<file path="config.mk">
export PLATFORM = sky130hd
export DESIGN_NAME = cpu_record_extractor
export DESIGN_NICKNAME = d
export VERILOG_FILES = /design/src/rtl/cpu_record_extractor_pkg.sv /design/src/rtl/cpu_record_fifo.sv /design/src/rtl/cpu_record_extractor.sv
export SDC_FILE = /design/constraint.sdc
export NUM_CORES = 1
export LEC_CHECK = 0
export ABC_AREA = 1
export BUFFER_PORTS_ARGS = -buffer_cell sky130_fd_sc_hd__clkbuf_2
export CAP_MARGIN = 20
export CELL_PAD_IN_SITES_DETAIL_PLACEMENT = 1
export CELL_PAD_IN_SITES_GLOBAL_PLACEMENT = 2
export CORE_UTILIZATION = 38
export DETAILED_ROUTE_END_ITERATION = 16
export GPL_TIMING_DRIVEN = 0
export PLACE_DENSITY_LB_ADDON = 0.12
export SLEW_MARGIN = 20
export SYNTH_ARGS = -nofsm -noshare
export SYNTH_HDL_FRONTEND = slang
export SYNTH_SLANG_ARGS = --single-unit
</file>
<file path="constraint.sdc">
create_clock -name clk -period 2.8 [get_ports clk]
set_clock_uncertainty 0.15 [all_clocks]
set_input_delay 0.56 -clock clk [delete_from_list [all_inputs] [get_ports clk]]
set_output_delay 0.56 -clock clk [all_outputs]
set_load 0.03 [all_outputs]
</file>
<file path="src/rtl/cpu_record_extractor_pkg.sv">
// Shared definitions for the CPU-trace record extractor: ASCII tokens,
// field widths, record type codes, field FSM states and char helpers.
package cpu_record_extractor_pkg;

  localparam int TIME_W = 14;
  localparam int WORD_W = 32;

  localparam logic [7:0] CH_CARET  = 8'h5e;  // '^'
  localparam logic [7:0] CH_AT     = 8'h40;  // '@'
  localparam logic [7:0] CH_COLON  = 8'h3a;  // ':'
  localparam logic [7:0] CH_DOLLAR = 8'h24;  // '$'
  localparam logic [7:0] CH_STAR   = 8'h2a;  // '*'
  localparam logic [7:0] CH_LT     = 8'h3c;  // '<'
  localparam logic [7:0] CH_EQ     = 8'h3d;  // '='
  localparam logic [7:0] CH_HASH   = 8'h23;  // '#'
  localparam logic [7:0] CH_SPACE  = 8'h20;  // ' '

  localparam logic [1:0] TYPE_NONE = 2'd0;
  localparam logic [1:0] TYPE_GRF  = 2'd1;
  localparam logic [1:0] TYPE_MEM  = 2'd2;

  typedef enum logic [2:0] {
    ST_IDLE  = 3'd0,
    ST_TIME  = 3'd1,
    ST_PC    = 3'd2,
    ST_SEL   = 3'd3,
    ST_DST   = 3'd4,
    ST_ARROW = 3'd5,
    ST_DATA  = 3'd6,
    ST_DONE  = 3'd7
  } fsm_state_e;

  // One committed line; field order matches {type,time,pc,dst,data}.
  typedef struct packed {
    logic [1:0]        rtype;
    logic [TIME_W-1:0] rtime;
    logic [WORD_W-1:0] pc;
    logic [WORD_W-1:0] dst;
    logic [WORD_W-1:0] data;
  } record_t;

  localparam int REC_W = $bits(record_t);

  function automatic logic is_dec(input logic [7:0] c);
    return (c >= 8'h30) && (c <= 8'h39);
  endfunction

  // Lower-case hex only; 'A'-'F' are not digits.
  function automatic logic is_hex(input logic [7:0] c);
    return is_dec(c) || ((c >= 8'h61) && (c <= 8'h66));
  endfunction

  function automatic logic [3:0] hex_val(input logic [7:0] c);
    return is_dec(c) ? c[3:0] : (c[3:0] + 4'd9);
  endfunction

  // acc*10 + digit, truncated to TIME_W bits.
  function automatic logic [TIME_W-1:0] dec_acc(input logic [TIME_W-1:0] acc,
                                                input logic [7:0]        c);
    return (acc << 3) + (acc << 1) + {{(TIME_W-4){1'b0}}, c[3:0]};
  endfunction

endpackage

</file>
<file path="src/rtl/cpu_record_fifo.sv">
// Small synchronous record FIFO. The head entry is kept in its own register
// so the outputs are registered and hold the last popped record when empty.
module cpu_record_fifo #(
  parameter int DEPTH = 2,
  parameter int WIDTH = 112
) (
  input  logic                       clk,
  input  logic                       reset_n,
  input  logic                       push_i,
  input  logic [WIDTH-1:0]           push_data_i,
  input  logic                       pop_i,
  output logic                       full_o,
  output logic                       empty_o,
  output logic [$clog2(DEPTH):0]     count_o,
  output logic [WIDTH-1:0]           head_o
);

  localparam int PTR_W = $clog2(DEPTH);
  localparam int CNT_W = PTR_W + 1;

  logic [WIDTH-1:0] mem_q [DEPTH];
  logic [PTR_W-1:0] wr_ptr_q;
  logic [PTR_W-1:0] rd_ptr_q;
  logic [CNT_W-1:0] count_q;
  logic [WIDTH-1:0] head_q;
  logic             do_pop;
  logic             do_push;

  // Pop needs data; push is refused only when full and nothing leaves.
  always_comb begin
    do_pop  = pop_i && (count_q != '0);
    do_push = push_i && ((count_q != CNT_W'(DEPTH)) || do_pop);
  end

  // Storage, pointers, occupancy and the registered head entry.
  always_ff @(posedge clk or negedge reset_n) begin
    if (!reset_n) begin
      for (int i = 0; i < DEPTH; i++) mem_q[i] <= '0;
      wr_ptr_q <= '0;
      rd_ptr_q <= '0;
      count_q  <= '0;
      head_q   <= '0;
    end else begin
      if (do_push) begin
        mem_q[wr_ptr_q] <= push_data_i;
        wr_ptr_q        <= wr_ptr_q + PTR_W'(1);
      end
      if (do_pop) rd_ptr_q <= rd_ptr_q + PTR_W'(1);
      count_q <= count_q + CNT_W'(do_push) - CNT_W'(do_pop);
      if (do_pop) begin
        if (count_q > CNT_W'(1)) head_q <= mem_q[rd_ptr_q + PTR_W'(1)];
        else if (do_push)        head_q <= push_data_i;
      end else if (do_push && (count_q == '0)) begin
        head_q <= push_data_i;
      end
    end
  end

  assign full_o  = (count_q == CNT_W'(DEPTH));
  assign empty_o = (count_q == '0);
  assign count_o = count_q;
  assign head_o  = head_q;

endmodule

</file>
<file path="src/rtl/cpu_record_extractor.sv">
// Parses the CPU-trace char stream into binary records and queues the lines
// the format checker accepts. Handshake: the head record transfers on a
// rising edge where rec_valid_o && rec_ready_i; rec_* stay stable while
// rec_valid_o is high and rec_ready_i is low.
module cpu_record_extractor
  import cpu_record_extractor_pkg::*;
#(
  parameter int DEPTH  = 2,
  parameter int DROP_W = 8
) (
  input  logic                    clk,
  input  logic                    reset_n,
  input  logic [7:0]              char_i,
  input  logic [1:0]              format_type_i,
  input  logic                    rec_ready_i,
  output logic                    rec_valid_o,
  output logic [1:0]              rec_type_o,
  output logic [TIME_W-1:0]       rec_time_o,
  output logic [WORD_W-1:0]       rec_pc_o,
  output logic [WORD_W-1:0]       rec_dst_o,
  output logic [WORD_W-1:0]       rec_data_o,
  output logic [DROP_W-1:0]       drop_cnt_o,
  output fsm_state_e              state_o,
  output logic [$clog2(DEPTH):0]  fifo_count_o
);

  fsm_state_e        state_q;
  logic              kind_mem_q;
  logic              data_seen_q;
  logic [TIME_W-1:0] time_q;
  logic [WORD_W-1:0] pc_q;
  logic [WORD_W-1:0] dst_q;
  logic [WORD_W-1:0] data_q;
  logic [DROP_W-1:0] drop_cnt_q;
  logic [DROP_W-1:0] drop_cnt_d;

  logic              commit;
  logic              pop;
  logic              push_ok;
  logic              fifo_full;
  logic              fifo_empty;
  record_t           push_rec;
  record_t           head_rec;

  // Field FSM: '^' restarts from anywhere, any unexpected char falls to IDLE.
  always_ff @(posedge clk or negedge reset_n) begin
    if (!reset_n) begin
      state_q     <= ST_IDLE;
      kind_mem_q  <= 1'b0;
      data_seen_q <= 1'b0;
      time_q      <= '0;
      pc_q        <= '0;
      dst_q       <= '0;
      data_q      <= '0;
    end else if (char_i == CH_CARET) begin
      state_q     <= ST_TIME;
      kind_mem_q  <= 1'b0;
      data_seen_q <= 1'b0;
      time_q      <= '0;
      pc_q        <= '0;
      dst_q       <= '0;
      data_q      <= '0;
    end else begin
      case (state_q)
        ST_TIME: begin
          if (is_dec(char_i))       time_q  <= dec_acc(time_q, char_i);
          else if (char_i == CH_AT) state_q <= ST_PC;
          else                      state_q <= ST_IDLE;
        end
        ST_PC: begin
          if (is_hex(char_i))          pc_q    <= {pc_q[WORD_W-5:0], hex_val(char_i)};
          else if (char_i == CH_COLON) state_q <= ST_PC == ST_PC ? ST_SEL : ST_IDLE;
          else                         state_q <= ST_IDLE;
        end
        ST_SEL: begin
          if (char_i == CH_SPACE) begin
            state_q <= ST_SEL;
          end else if (char_i == CH_DOLLAR) begin
            state_q    <= ST_DST;
            kind_mem_q <= 1'b0;
          end else if (char_i == CH_STAR) begin
            state_q    <= ST_DST;
            kind_mem_q <= 1'b1;
          end else begin
            state_q <= ST_IDLE;
          end
        end
        ST_DST: begin
          if (kind_mem_q && is_hex(char_i))
            dst_q <= {dst_q[WORD_W-5:0], hex_val(char_i)};
          else if (!kind_mem_q && is_dec(char_i))
            dst_q <= {{(WORD_W-TIME_W){1'b0}}, dec_acc(dst_q[TIME_W-1:0], char_i)};
          else if (char_i == CH_LT)
            state_q <= ST_ARROW;
          else if (char_i != CH_SPACE)
            state_q <= ST_IDLE;
        end
        ST_ARROW: begin
          state_q <= (char_i == CH_EQ) ? ST_DATA : ST_IDLE;
        end
        ST_DATA: begin
          if (is_hex(char_i)) begin
            data_q      <= {data_q[WORD_W-5:0], hex_val(char_i)};
            data_seen_q <= 1'b1;
          end else if (char_i == CH_HASH) begin
            state_q <= ST_DONE;
          end else if (!(char_i == CH_SPACE && !data_seen_q)) begin
            state_q <= ST_IDLE;
          end
        end
        default: state_q <= ST_IDLE;
      endcase
    end
  end

  // Commit uses the pre-edge accumulators; a pop frees room on the same edge.
  always_comb begin
    commit         = (state_q == ST_DONE) && (format_type_i != TYPE_NONE);
    pop            = rec_valid_o && rec_ready_i;
    push_ok        = commit && (!fifo_full || pop);
    push_rec.rtype = format_type_i;
    push_rec.rtime = time_q;
    push_rec.pc    = pc_q;
    push_rec.dst   = dst_q;
    push_rec.data  = data_q;
    drop_cnt_d     = drop_cnt_q;
    if (commit && !push_ok && (drop_cnt_q != '1)) drop_cnt_d = drop_cnt_q + DROP_W'(1);
  end

  // Saturating count of records lost to a full FIFO.
  always_ff @(posedge clk or negedge reset_n) begin
    if (!reset_n) drop_cnt_q <= '0;
    else          drop_cnt_q <= drop_cnt_d;
  end

  cpu_record_fifo #(
    .DEPTH (DEPTH),
    .WIDTH (REC_W)
  ) u_fifo (
    .clk         (clk),
    .reset_n     (reset_n),
    .push_i      (push_ok),
    .push_data_i (push_rec),
    .pop_i       (pop),
    .full_o      (fifo_full),
    .empty_o     (fifo_empty),
    .count_o     (fifo_count_o),
    .head_o      (head_rec)
  );

  assign rec_valid_o = !fifo_empty;
  assign rec_type_o  = head_rec.rtype;
  assign rec_time_o  = head_rec.rtime;
  assign rec_pc_o    = head_rec.pc;
  assign rec_dst_o   = head_rec.dst;
  assign rec_data_o  = head_rec.data;
  assign drop_cnt_o  = drop_cnt_q;
  assign state_o     = state_q;

endmodule
</file>
# Word level (Yosys, flattened, before mapping)
# Cells that the tools add are included.
[word_totals] ff_bits=463 inputBits=13
[classes] add_sub_neg=10 n_lt_le_gt_ge=8 eq_ne=29 n_mux=49 n_bitwise=2 reduce_logical=42
[ops] operator="two-way mux 112 bit" count=8
[ops] operator="two-way mux 32 bit" count=10
[ops] operator="bitwise mux 224 bit" count=1
[ops] operator="demux 112 bit (select 1 bit)" count=1
[ops] operator="equality test 8 x 6 -> 1 bit (second input constant)" count=7
[ops] operator="two-way mux 14 bit" count=3
[ops] operator="two-way mux 3 bit" count=14
[ops] operator="adder 14 bit" count=2
[ops] operator="adder 14 x 4 -> 14 bit" count=2
[ops] operator="nonzero test 2 bit" count=10
[ops] operator="!= test 3 bit (second input constant)" count=6
[ops] operator="one-hot mux 3 bit (6 select lines)" count=1
[ops] operator="equality test 8 x 7 -> 1 bit (second input constant)" count=2
[ops] operator="logical AND 1 bit" count=14
[ops] operator="equality test 3 bit (second input constant)" count=4
[ops] operator="AND reduction 2 bit" count=5
[ops] operator="adder 8 x 1 -> 8 bit (second input constant)" count=1
[ops] operator="greater-or-equal comparator 8 x 6 -> 1 bit (second input constant)" count=1
[ops] operator="greater-or-equal comparator 8 x 7 -> 1 bit (second input constant)" count=1
[ops] operator="<= comparator 8 x 6 -> 1 bit (second input constant)" count=1
[ops] operator="<= comparator 8 x 7 -> 1 bit (second input constant)" count=1
[ops] operator="two-way mux 1 bit" count=8
[ops] operator="!= test 4 bit (second input constant)" count=2
[ops] operator="!= test 8 x 6 -> 1 bit (second input constant)" count=1
[ops] operator="21 further kinds" count=34

# Longest topological paths before layout
# Gate-level depths: netlist of the first run.
[depth] ltp_word=9 mapped_depth=14 depth_no_buf=14

# Cells and area by module
# From an unflattened synthesis of the first run, not the netlist that was laid out.
[hier_totals] cells_unflattened=3276 area_unflattened_um2=23874.1
[modules_own_cells] module="cpu_record_fifo" n_inst=1 cells_each=2409 area_each_um2=16833.6 seq_area_each_um2=8508.2
[modules_own_cells] module="cpu_record_extractor" n_inst=1 cells_each=867 area_each_um2=7040.5 seq_area_each_um2=3078.0

# Least setup slack after synthesis of the first run
# No wires, ideal clock.
[synth_path] path_type="input to register" from="input port char_i[3]" to="register time_q[10]" setup_ns=0.127 t_arrival_ns=2.256 required_time_ns=2.523 path_slack_ns=0.267 path_stages=7 n_path_buf=0 path_cell_list="inv_2 > fa_1 > fa_1 > o31ai_1 > nand2_1 > a21oi_1 > o22ai_1"
[synth_via] elab_chain_len=4
[synth_rtl] item="start, declared" line="cpu_record_extractor.sv:13" rtl="input logic [7:0] char_i,"
[synth_rtl] item="adder 14 x 4 -> 14 bit (tied with other cells)" line="cpu_record_extractor_pkg.sv:60" rtl="return (acc << 3) + (acc << 1) + {{(TIME_W-4){1'b0}}, c[3:0]};"
[synth_rtl] item="two-way mux 14 bit / logical AND 1 bit (equally long branches)" line="cpu_record_extractor.sv:66, cpu_record_extractor_pkg.sv:45"
[synth_rtl] item="two-way mux 14 bit / nonzero test 2 bit (equally long branches)"
[synth_rtl] item="two-way mux 14 bit / AND reduction 2 bit (equally long branches)"
[synth_rtl] item="end signal, assigned" line="cpu_record_extractor.sv:66" rtl="if (is_dec(char_i)) time_q <= dec_acc(time_q, char_i);"
[synth_rtl] item="end, declared" line="cpu_record_extractor.sv:30" rtl="logic [TIME_W-1:0] time_q;"
# Several ways; a longest one is shown, not always the timed one. The select of a mux whose other input is x is not followed.
# A chain may end at the register's enable or synchronous reset.

# Worst setup path in the final report of the first run
[layout_path] from="register time_q[0]" to="register time_q[10]"
[layout_via] elab_chain_len=5
[layout_rtl] item="adder 14 bit" line="cpu_record_extractor_pkg.sv:60"
[layout_rtl] item="adder 14 x 4 -> 14 bit" line="cpu_record_extractor_pkg.sv:60"
[layout_rtl] item="two-way mux 14 bit" line="cpu_record_extractor.sv:66"
[layout_rtl] item="two-way mux 14 bit" line="cpu_record_extractor.sv:64" rtl="case (state_q)"
[layout_rtl] item="two-way mux 14 bit" line="cpu_record_extractor.sv:55" rtl="end else if (char_i == CH_CARET) begin"
# No other way between the ends. The select of a mux whose other input is x is not followed.

==> results.sh, run 1 <==
export IMPL_outcome="finished, final reports clean"
export IMPL_mostFrequentLayoutCells="504 x nand2_1, 461 x dfrtp_1, 365 x o21ai_0"
export IMPL_slew_headroom=0.373
export IMPL_rows=86
export IMPL_path_max_fanout=4
export IMPL_dr_pass1_iters=5
export IMPL_ys_seq_area_frac=0.541
export IMPL_period_share=0.945
export IMPL_start_kind="flop"
export IMPL_drt_total_wl_mm=71.3
export IMPL_startpoint="time_q[0]"
export IMPL_final_nets=2725
export IMPL_htree_levels=2
export IMPL_path_clk_slew_ns=0.05
export IMPL_worstMarginPinSlew_ns=0.941
export IMPL_reg2regPathDepth=7
export IMPL_numCtsBuffers=50
export IMPL_area_growth_syn_to_layout_pct=16.3
export IMPL_die_h_um=239
export IMPL_finalSetupViolCount=0
export IMPL_critPathKind="flop to flop"
export IMPL_multiInputGateArea_um2=8050
export IMPL_async_reset_ff_frac=1.00
export IMPL_ys_seq_elements=463
export IMPL_syn_nets=2523
export IMPL_finalInstanceArea_um2=24900
export IMPL_drtIter0Drc=1166
export IMPL_cts_tree="done"
export IMPL_cts_root_buf="clkbuf_16"
export IMPL_antenna_left=0
export IMPL_io_pins=139
export IMPL_final_layout_size_suffix_gt1_frac=0.121
export IMPL_r2r_start="time_q[0]"
export IMPL_final_common_cell="nand2_1"
export IMPL_rrSetupSlack_ns=0.15
export IMPL_hold_path_class="input pin to flop"
export IMPL_final_hold_viol_count=0
export IMPL_route_detailed_drc=0
export IMPL_placed_cell_area_um2=23200
export IMPL_antenna_found_initial=1
export IMPL_clock_path_buffers=3
export IMPL_finalCoreUtilization=0.450
export IMPL_fin_ws_ns=0.153
export IMPL_grtUsageTotal=0.255
export IMPL_grt_pass1_wl_mm=113
export IMPL_clk_latency_ns=0.60
export IMPL_num_antenna_cells=0
export IMPL_timing_critical_path_mode_cell="fa_1"
export IMPL_syn_cell_area_um2=21400
export IMPL_dieArea_um2=57400
export IMPL_place_hpwl_mm=50.4
export IMPL_wl_per_cell_um=20.7
export IMPL_synth_edf_count=0
export IMPL_path_cells="inv_2 -> fa_1 -> fa_1 -> o31ai_2 -> nand2_1 -> a21oi_1 -> o22ai_1"
export IMPL_cp_endpoint="time_q[10]"
export IMPL_coreArea_um2=55400
export IMPL_start_util=0.387
export IMPL_grt_max_degree=88
export IMPL_yosysWarnings=0
export IMPL_seqCellArea_um2=11600
export IMPL_fmax_mhz=378
export IMPL_cts_sinks=463
export IMPL_holdWs_ns=0.129
export IMPL_vias=18200
export IMPL_rr_endpoint="time_q[10]"
export IMPL_crit_arrival_ns=2.96
export IMPL_crit_required_ns=3.11
export IMPL_irDropWorstVdd_uv=609
export IMPL_ys_flop_type="dfrtp_1"
export IMPL_cp_end_kind="flop"
export IMPL_power_total_uw=22700
export IMPL_fillCellCount=6607
export IMPL_portBuffers=138
export IMPL_routed_via_density=5.30
export IMPL_power_per_cell_area_nw_per_um2=911
export IMPL_min_from="format_type_i[0]"
export IMPL_die_x_um=239
export IMPL_syn_area_per_cell_um2=8.73
export IMPL_p_leak_uw=0.0118
export IMPL_first_global_vias=19300
export IMPL_synthCells=2455
export IMPL_overflow=0
export IMPL_ys_types=38
export IMPL_maxSlewViolCount=0
export IMPL_layout_min_cycle_time_ns=2.65
export IMPL_pre_cts_ws_ns=-0.407
export IMPL_cap_violations=0
export IMPL_crit_slowest_cell="fa_1"
export IMPL_gp_congestion=0.845
export IMPL_cpPeakStageDelay_ns=0.53
==> synth_stat cells (10+ instances only) <==
cell | count | area, um2
nand2_1 | 504 | 1890
dfrtp_1 | 463 | 11600
o21ai_0 | 367 | 1840
inv_1 | 292 | 1100
nor2_1 | 149 | 559
o211ai_1 | 113 | 848
a31oi_1 | 112 | 701
nand3_1 | 81 | 405
buf_2 | 77 | 385
o22ai_1 | 71 | 444
clkbuf_1 | 68 | 255
ha_1 | 51 | 638
a21oi_1 | 16 | 80.1
xor2_1 | 14 | 123
nand4_1 | 13 | 81.3
nor3_1 | 10 | 50.1
==> registers in the layout, indices dropped and copies added, names as in the netlist <==
| name | count |
|---|---|
| u_fifo.count_o | 2 |
| kind_mem_q | 1 |
| u_fifo.rd_ptr_q | 1 |
| data_seen_q | 1 |
| u_fifo.head_o | 112 |
| data_q | 32 |
| pc_q | 32 |
| state_o | 3 |
| drop_cnt_o | 8 |
| u_fifo.mem_q | 224 |
| time_q | 14 |
| u_fifo.wr_ptr_q | 1 |
| dst_q | 32 |
==> cell families (layout without fill, tap and decap cells) <==
logic type | after synthesis | in the layout | share of synthesized area
simple gates | 772 | 772 | 0.145
buf+inv | 452 | 689 | 0.0845
fa+ha+maj | 55 | 55 | 0.0335
flops | 463 | 463 | 0.541
mux | 1 | 1 | 0.000525
xor+xnor | 22 | 22 | 0.00899
compound gates | 690 | 690 | 0.187
==> how the worst min path moves through the flow <==
| stage | endpoint | slack, ns | depth (start not counted) |
|---|---|---|---|
| 2_1_floorplan | data_q[0] | 0.11 | 0 |
| 3_3_place_gp | u_fifo.mem_q[153] | 0.30 | 2 |
| 3_5_place_dp | u_fifo.mem_q[155] | 0.31 | 2 |
| 4_1_cts | u_fifo.mem_q[222] | 0.09 | 3 |
| 5_1_grt | u_fifo.mem_q[110] | 0.13 | 3 |
| 6_report | u_fifo.mem_q[222] | 0.13 | 3 |
==> layer usage <==
layer | vias to the layer above | track usage | wire [um]
li1 | 8602 | - | -
met2 | 334 | 0.414 | 33600
met1 | 9212 | 0.355 | 33300
met4 | 2 | 0.0620 | 1280
met3 | 90 | 0.0436 | 3100
met5 | - | 0 | 12
==> worst max-delay path, delay by kind of cell, from the launching register on <==
kind / cells / cell delay, ns
AO/OA/AOI/OAI: 3 / 0.63
adder cells (fa/ha/maj): 2 / 1.01
buffers and inverters: 1 / 0.15
flip-flops: 1 / 0.47
AND/OR/NAND/NOR: 1 / 0.12
==> layout make-up <==
type                            instances  share of cell area
Clock buffer                           82              0.0616
Clock inverter                          5             0.00201
Timing Repair Buffer                  151              0.0374
Sequential cell                       463               0.465
Multi-Input combinational cell       1540               0.323
Tap cell                              748              0.0376
Inverter                              298              0.0449
Buffer                                153              0.0284
==> where the power goes <==
group          total (uW)  switching (uW)  leakage [uW]  internal, uW
Combinational        7590            5530       0.00589          2060
Sequential           8560             827       0.00511          7730
Clock                6550            2750      0.000777          3800
==> metrics by stage <==
step / setup TNS (ns) / instances
2_1_floorplan: 0 / 2455
3_3_place_gp: -4646.92 / 3341
3_5_place_dp: -41.92 / 3347
4_1_cts: 0 / 3435
5_1_grt: -0.00661 / 3440
6_report: 0 / 3440
==> what timing repair did <==
item,4_1_cts,5_1_grt
pin swaps,0,3
endpoints found under the hold margin,61,0
resized for setup,9,11
buffers inserted,0,6
setup endpoints to repair,61,234
hold buffers,1,0
Note: power is estimated with default switching activity, not from simulation.
==> inputs of run 2 (changes only) <==
- GPL_TIMING_DRIVEN: 0 -> not set
- clock period: 2.8 -> 3 ns (I/O delays scaled with it)
==> results.sh, run 2 (synthesis gave the netlist of run 1 again) <==
export IMPL_cts_sinks=463
export IMPL_wl_per_cell_um=19.1
export IMPL_grt_pass1_wl_mm=104
export IMPL_io_pins=139
export IMPL_area_growth_syn_to_layout_pct=16.1
export IMPL_finalSetupViolCount=0
export IMPL_htree_levels=2
export IMPL_first_global_vias=18500
export IMPL_worstMarginPinSlew_ns=0.660
export IMPL_gp_congestion=0.853
export IMPL_path_buf_inv=1
export IMPL_cts_tree="done"
export IMPL_drtIter0Drc=846
export IMPL_setup_tns_final_ns=0
export IMPL_fmax_mhz=375
export IMPL_path_clk_slew_ns=0.06
export IMPL_clock_path_buffers=3
export IMPL_die_x_um=239
export IMPL_place_hpwl_mm=39.9
export IMPL_placed_cell_area_um2=23200
export IMPL_irDropWorstVdd_uv=489
export IMPL_path_delay_family="adder cells"
export IMPL_maxSlewViolCount=0
export IMPL_grtUsageTotal=0.229
export IMPL_overflow=0
export IMPL_antenna_left=0
export IMPL_final_hold_viol_count=0
export IMPL_vias=17600
export IMPL_path_cells="inv_1 -> fa_1 -> fa_1 -> o31ai_1 -> nand2_1 -> a21oi_1 -> o22ai_1"
export IMPL_cpPeakStageDelay_ns=0.54
export IMPL_clk_latency_ns=0.60
export IMPL_crit_required_ns=3.31
export IMPL_path_max_fanout=4
export IMPL_crit_slowest_cell="fa_1"
export IMPL_fillCellCount=6443
export IMPL_final_common_cell="nand2_1"
export IMPL_cap_violations=0
export IMPL_antenna_found_initial=0
export IMPL_num_antenna_cells=0
export IMPL_route_detailed_drc=0
export IMPL_layout_min_cycle_time_ns=2.66
export IMPL_die_h_um=239
export IMPL_power_per_cell_area_nw_per_um2=844
export IMPL_post_cts_buffers=0
export IMPL_start_kind="flop"
export IMPL_regMostFlops="u_fifo.mem_q"
export IMPL_crit_arrival_ns=2.97
export IMPL_finalInstanceArea_um2=24900
export IMPL_cp_end_kind="flop"
export IMPL_critPathKind="flop to flop"
export IMPL_finalCoreUtilization=0.449
export IMPL_grt_max_degree=116
export IMPL_rows=86
export IMPL_p_leak_uw=0.0116
export IMPL_postCtsResizedCells=0
export IMPL_postCtsHoldBufs=1
export IMPL_rsz0062_at_grt="false"
export IMPL_numCtsBuffers=53
export IMPL_slew_headroom=0.560
export IMPL_place_inst=3240
export IMPL_start_util=0.387
export IMPL_cts_root_buf="clkbuf_16"
export IMPL_mostFrequentLayoutCells="504 x nand2_1, 463 x dfrtp_1, 367 x o21ai_0"
export IMPL_portBuffers=138
export IMPL_drt_total_wl_mm=63.9
export IMPL_largest_reg_flops=224
export IMPL_coreArea_um2=55400
export IMPL_dieArea_um2=57400
export IMPL_stdcell_count=3335
export IMPL_final_nets=2616
export IMPL_final_layout_size_suffix_gt1_frac=0.112
export IMPL_routed_via_density=5.28
export IMPL_timing_critical_path_mode_cell="fa_1"
export IMPL_dr_pass1_iters=4
export IMPL_period_share=0.888
export IMPL_outcome="finished, final reports clean"
export IMPL_hold_path_class="input pin to flop"
==> run 2: changes by cell type in the layout (fill, tap and decap cells not counted), moves of 4 or more <==
cell / previous run / this run
buf_2: 74 / 0
buf_16: 6 / 0
buf_1: 4 / 0
clkbuf_2: 142 / 137
buf_4: 9 / 24
clkbuf_1: 81 / 16
buf_12: 1 / 29
==> run 2: routing by layer <==
metal | up-vias | wire length [um] | GRT usage
met1 | 8952 | 30500 | 0.322
met5 | - | 0 | 0
met3 | 63 | 2070 | 0.0309
met2 | 223 | 30400 | 0.377
met4 | 0 | 903 | 0.0451
li1 | 8382 | - | -
==> run 2: where the power goes <==
part | internal [uW] | total (uW) | switching (uW)
combinational | 1880 | 6640 | 4770
sequential | 7220 | 7960 | 745
clock | 3720 | 6390 | 2670
==> run 2: cell type report <==
cell class,instances,area (um2),share of cell area
clock inverters,11,115,0.00463
flip-flops and latches,463,11600,0.466
repair buffers,192,1470,0.0592
multi-input cells,1540,8040,0.323
well taps,748,936,0.0376
inverters,298,1130,0.0455
clock buffers,83,1590,0.0639
==> run 2: final timing paths <==
| kind | startpoint | endpoint | slack, ns | depth (start not counted) |
|---|---|---|---|---|
| worst min-delay path | format_type_i[0] | u_fifo.mem_q[222] | 0.17 | 3 |
| max in group asynchronous | reset_n | time_q[5] | 1.42 | 3 |
| min in group asynchronous | reset_n | u_fifo.head_o[84] | 0.38 | 2 |
| worst min register to register | u_fifo.mem_q[153] | u_fifo.mem_q[153] | 0.33 | 2 |
| worst max-delay path | time_q[0] | time_q[10] | 0.34 | 7 |
| worst max register to register | time_q[0] | time_q[10] | 0.34 | 7 |
==> run 2: worst reg2reg max path, stage by stage, from the launching register on <==
cell and delay, ns:
dfrtp_1 0.48, inv_1 0.17, fa_1 0.54, fa_1 0.45, o31ai_1 0.38, nand2_1 0.12, a21oi_1 0.15, o22ai_1 0.10
==> run 2: through the flow <==
step	hold WS (ns)	setup WS [ns]	power, uW
floorplan	0.154	0.427	12300
global placement	0.305	0.137	14700
detailed placement	0.313	0.116	14800
CTS	0.119	0.341	21300
global route	0.170	0.211	22200
finish	0.170	0.335	21000
==> inputs of run 3 (changes only) <==
- ABC_AREA: 1 -> not set
- CORE_UTILIZATION: 38 -> 41
==> results.sh, run 3 <==
export IMPL_cp_end_kind="flop"
export IMPL_multiInputGateArea_um2=9220
export IMPL_p_leak_uw=0.0125
export IMPL_irDropWorstVdd_uv=486
export IMPL_comb_power_share=0.143
export IMPL_ys_seq_elements=463
export IMPL_synth_most_common_cell="dfrtp_1"
export IMPL_regMostFlops="u_fifo.mem_q"
export IMPL_finalSetupViolCount=0
export IMPL_rrSetupSlack_ns=0.22
export IMPL_io_pins=139
export IMPL_synth_compound_area_share=0.109
export IMPL_outcome="finished, final reports clean"
export IMPL_grtUsageTotal=0.208
export IMPL_worstMarginPinSlew_ns=0.903
export IMPL_yosysTopAreaCell="dfrtp_1"
export IMPL_clk_latency_ns=0.59
export IMPL_hold_path_class="input pin to flop"
export IMPL_synth_top_family_by_area="multiplexers"
export IMPL_finalInstanceArea_um2=25200
export IMPL_cp_endpoint="time_q[12]"
export IMPL_cap_violations=0
export IMPL_crit_arrival_ns=3.12
export IMPL_seqCellArea_um2=11600
export IMPL_dr_pass1_iters=4
export IMPL_syn_nets=2023
export IMPL_power_per_cell_area_nw_per_um2=592
export IMPL_die_h_um=230
export IMPL_path_clk_slew_ns=0.06
export IMPL_maxSlewViolCount=0
export IMPL_synth_top_area_share=0.542
export IMPL_cpPeakStageDelay_ns=0.48
export IMPL_power_total_uw=14900
export IMPL_wl_per_cell_um=18.8
export IMPL_clock_path_buffers=3
export IMPL_setup_tns_final_ns=0
export IMPL_vias=15000
export IMPL_crit_slowest_cell="dfrtp_1"
export IMPL_area_growth_syn_to_layout_pct=17.8
export IMPL_synth_xor_area_share=0.0113
export IMPL_final_hold_viol_count=0
export IMPL_htree_levels=2
export IMPL_grt_pass1_wl_mm=88.9
export IMPL_place_hpwl_mm=35.4
export IMPL_synthCells=1955
export IMPL_synth_adder_area_share=0.0336
export IMPL_start_util=0.416
export IMPL_rows=83
export IMPL_syn_area_per_cell_um2=10.9
export IMPL_coreArea_um2=51400
export IMPL_cts_sinks=463
export IMPL_cts_root_buf="clkbuf_16"
export IMPL_p_int_uw=10800
export IMPL_slew_headroom=0.398
export IMPL_path_delay_family="compound AO/OA/AOI/OAI gates"
export IMPL_p_sw_uw=4090
export IMPL_ys_flop_type="dfrtp_1"
export IMPL_gp_congestion=0.833
export IMPL_async_reset_ff_frac=1.00
export IMPL_antenna_left=0
export IMPL_first_global_vias=16100
export IMPL_portBuffers=138
export IMPL_fillCellCount=5532
export IMPL_overflow=0
export IMPL_ys_top_cells_by_count="463 x dfrtp_1, 255 x nand2_1, 221 x mux2_2, 183 x o21ai_0, 144 x nor2_1"
export IMPL_num_antenna_cells=0
export IMPL_numCtsBuffers=52
export IMPL_muxShareOfSynthArea=0.172
export IMPL_final_layout_size_suffix_gt1_frac=0.256
export IMPL_die_x_um=230
export IMPL_cts_tree="done"
export IMPL_post_cts_buffers=0
export IMPL_period_share=0.928
export IMPL_cp_depth=10
export IMPL_critPathKind="flop to flop"
export IMPL_rr_endpoint="time_q[12]"
export IMPL_dieArea_um2=53100
export IMPL_largest_reg_flops=224
export IMPL_path_max_fanout=6
export IMPL_final_common_cell="dfrtp_1"
export IMPL_start_kind="flop"
export IMPL_route_detailed_drc=0
export IMPL_ys_types=66
export IMPL_layout_min_cycle_time_ns=2.78
export IMPL_drt_total_wl_mm=53.3
export IMPL_yosysWarnings=0
export IMPL_reg2regPathDepth=10
export IMPL_rsz0062_at_grt="false"
export IMPL_routed_via_density=5.31
export IMPL_synthSimpleGateAreaFrac=0.102
export IMPL_path_cells="ha_1 -> ha_1 -> inv_1 -> fa_1 -> nor2b_1 -> o31ai_1 -> a21oi_2 -> o211a_1 -> o21a_1 -> o31ai_1"
export IMPL_syn_cell_area_um2=21400
export IMPL_synth_area_top_cells="dfrtp_1 54%, mux2_2 12%, mux2i_1 5.5%"
export IMPL_placed_cell_area_um2=23400
export IMPL_path_buf_inv=1
export IMPL_holdWs_ns=0.231
export IMPL_min_from="format_type_i[0]"
export IMPL_pwr_share_clk=0.429
export IMPL_final_nets=2181
export IMPL_synth_edf_count=0
export IMPL_r2r_start="time_q[1]"
export IMPL_antenna_found_initial=0
export IMPL_ys_seq_area_frac=0.542
export IMPL_drtIter0Drc=666
export IMPL_mostFrequentLayoutCells="461 x dfrtp_1, 253 x nand2_1, 221 x mux2_2"
export IMPL_crit_required_ns=3.34
export IMPL_grt_max_degree=99
export IMPL_fmax_mhz=359
export IMPL_startpoint="time_q[1]"
export IMPL_power_frac_seq=0.427
export IMPL_switching_share=0.274
## run 3: changes by cell type in the layout (fill, tap and decap cells not counted), moves of 18 or more
cell / delta
o22ai_1: -70
o211ai_1: -109
a21oi_1: +116
a22o_1: +18
buf_4: +40
mux2_2: +220
mux2i_1: +118
o21ai_0: -184
nand2_1: -251
nand3_1: -24
a31oi_1: -108
inv_1: -263
## run 3: worst min-delay path by stage
| stage | depth (start not counted) | to | slack (ns) |
|---|---|---|---|
| 3_5_place_dp | 2 | u_fifo.head_o[93] | 0.32 |
| 5_1_grt | 2 | u_fifo.mem_q[110] | 0.22 |
| 4_1_cts | 2 | u_fifo.mem_q[110] | 0.20 |
| 3_3_place_gp | 2 | u_fifo.head_o[79] | 0.31 |
| 2_1_floorplan | 0 | data_q[0] | 0.15 |
| 6_report | 2 | u_fifo.mem_q[110] | 0.23 |
## run 3: timing repair
item | in CTS | in global routing
endpoints found under the hold margin | 37 | 0
endpoints found under the setup margin | 0 | 4
resized for setup | 0 | 3
hold buffers | 1 | 0
## run 3: through the flow
stage | setup slack [ns] | cells | utilization
6_report | 0.216 | 2833 | 0.490
5_1_grt | 0.0478 | 2833 | 0.490
4_1_cts | 0.204 | 2833 | 0.490
3_5_place_dp | -0.140 | 2738 | 0.456
3_3_place_gp | -0.0639 | 2738 | 0.456
2_1_floorplan | 0.0137 | 1955 | -
## run 3: layout make-up
type                            instances  share of cell area
Clock buffer                           83              0.0630
Clock inverter                         11             0.00586
Inverter                               28             0.00417
Multi-Input combinational cell       1340               0.366
Sequential cell                       463               0.460
Tap cell                              680              0.0338
Timing Repair Buffer                  228              0.0672
## run 3: logic make-up after synthesis
logic type,count (synthesis)
and+or+nand+nor,514
xor gates and xnor gates,26
AOI/OAI and AO/OA,406
DFF,463
buffers and inverters,152
muxes,339
adders and majority gates,55
## run 3: per-layer routing
layer,global-route usage,share of wire,vias up
met4,0.0522,0.019,0
met2,0.338,0.47,178
met5,0,0,-
met3,0.0329,0.032,74
li1,-,-,7138
met1,0.291,0.48,7647
## run 3: power groups by stage
stage,registers (uW),clock network (uW),logic [uW]
after floorplan,6520,0,1330
after global placement,6490,0,2180
after detailed placement,6490,0,2200
after CTS,6370,6620,2200
after global routing,6380,6830,2320
final,6370,6400,2130
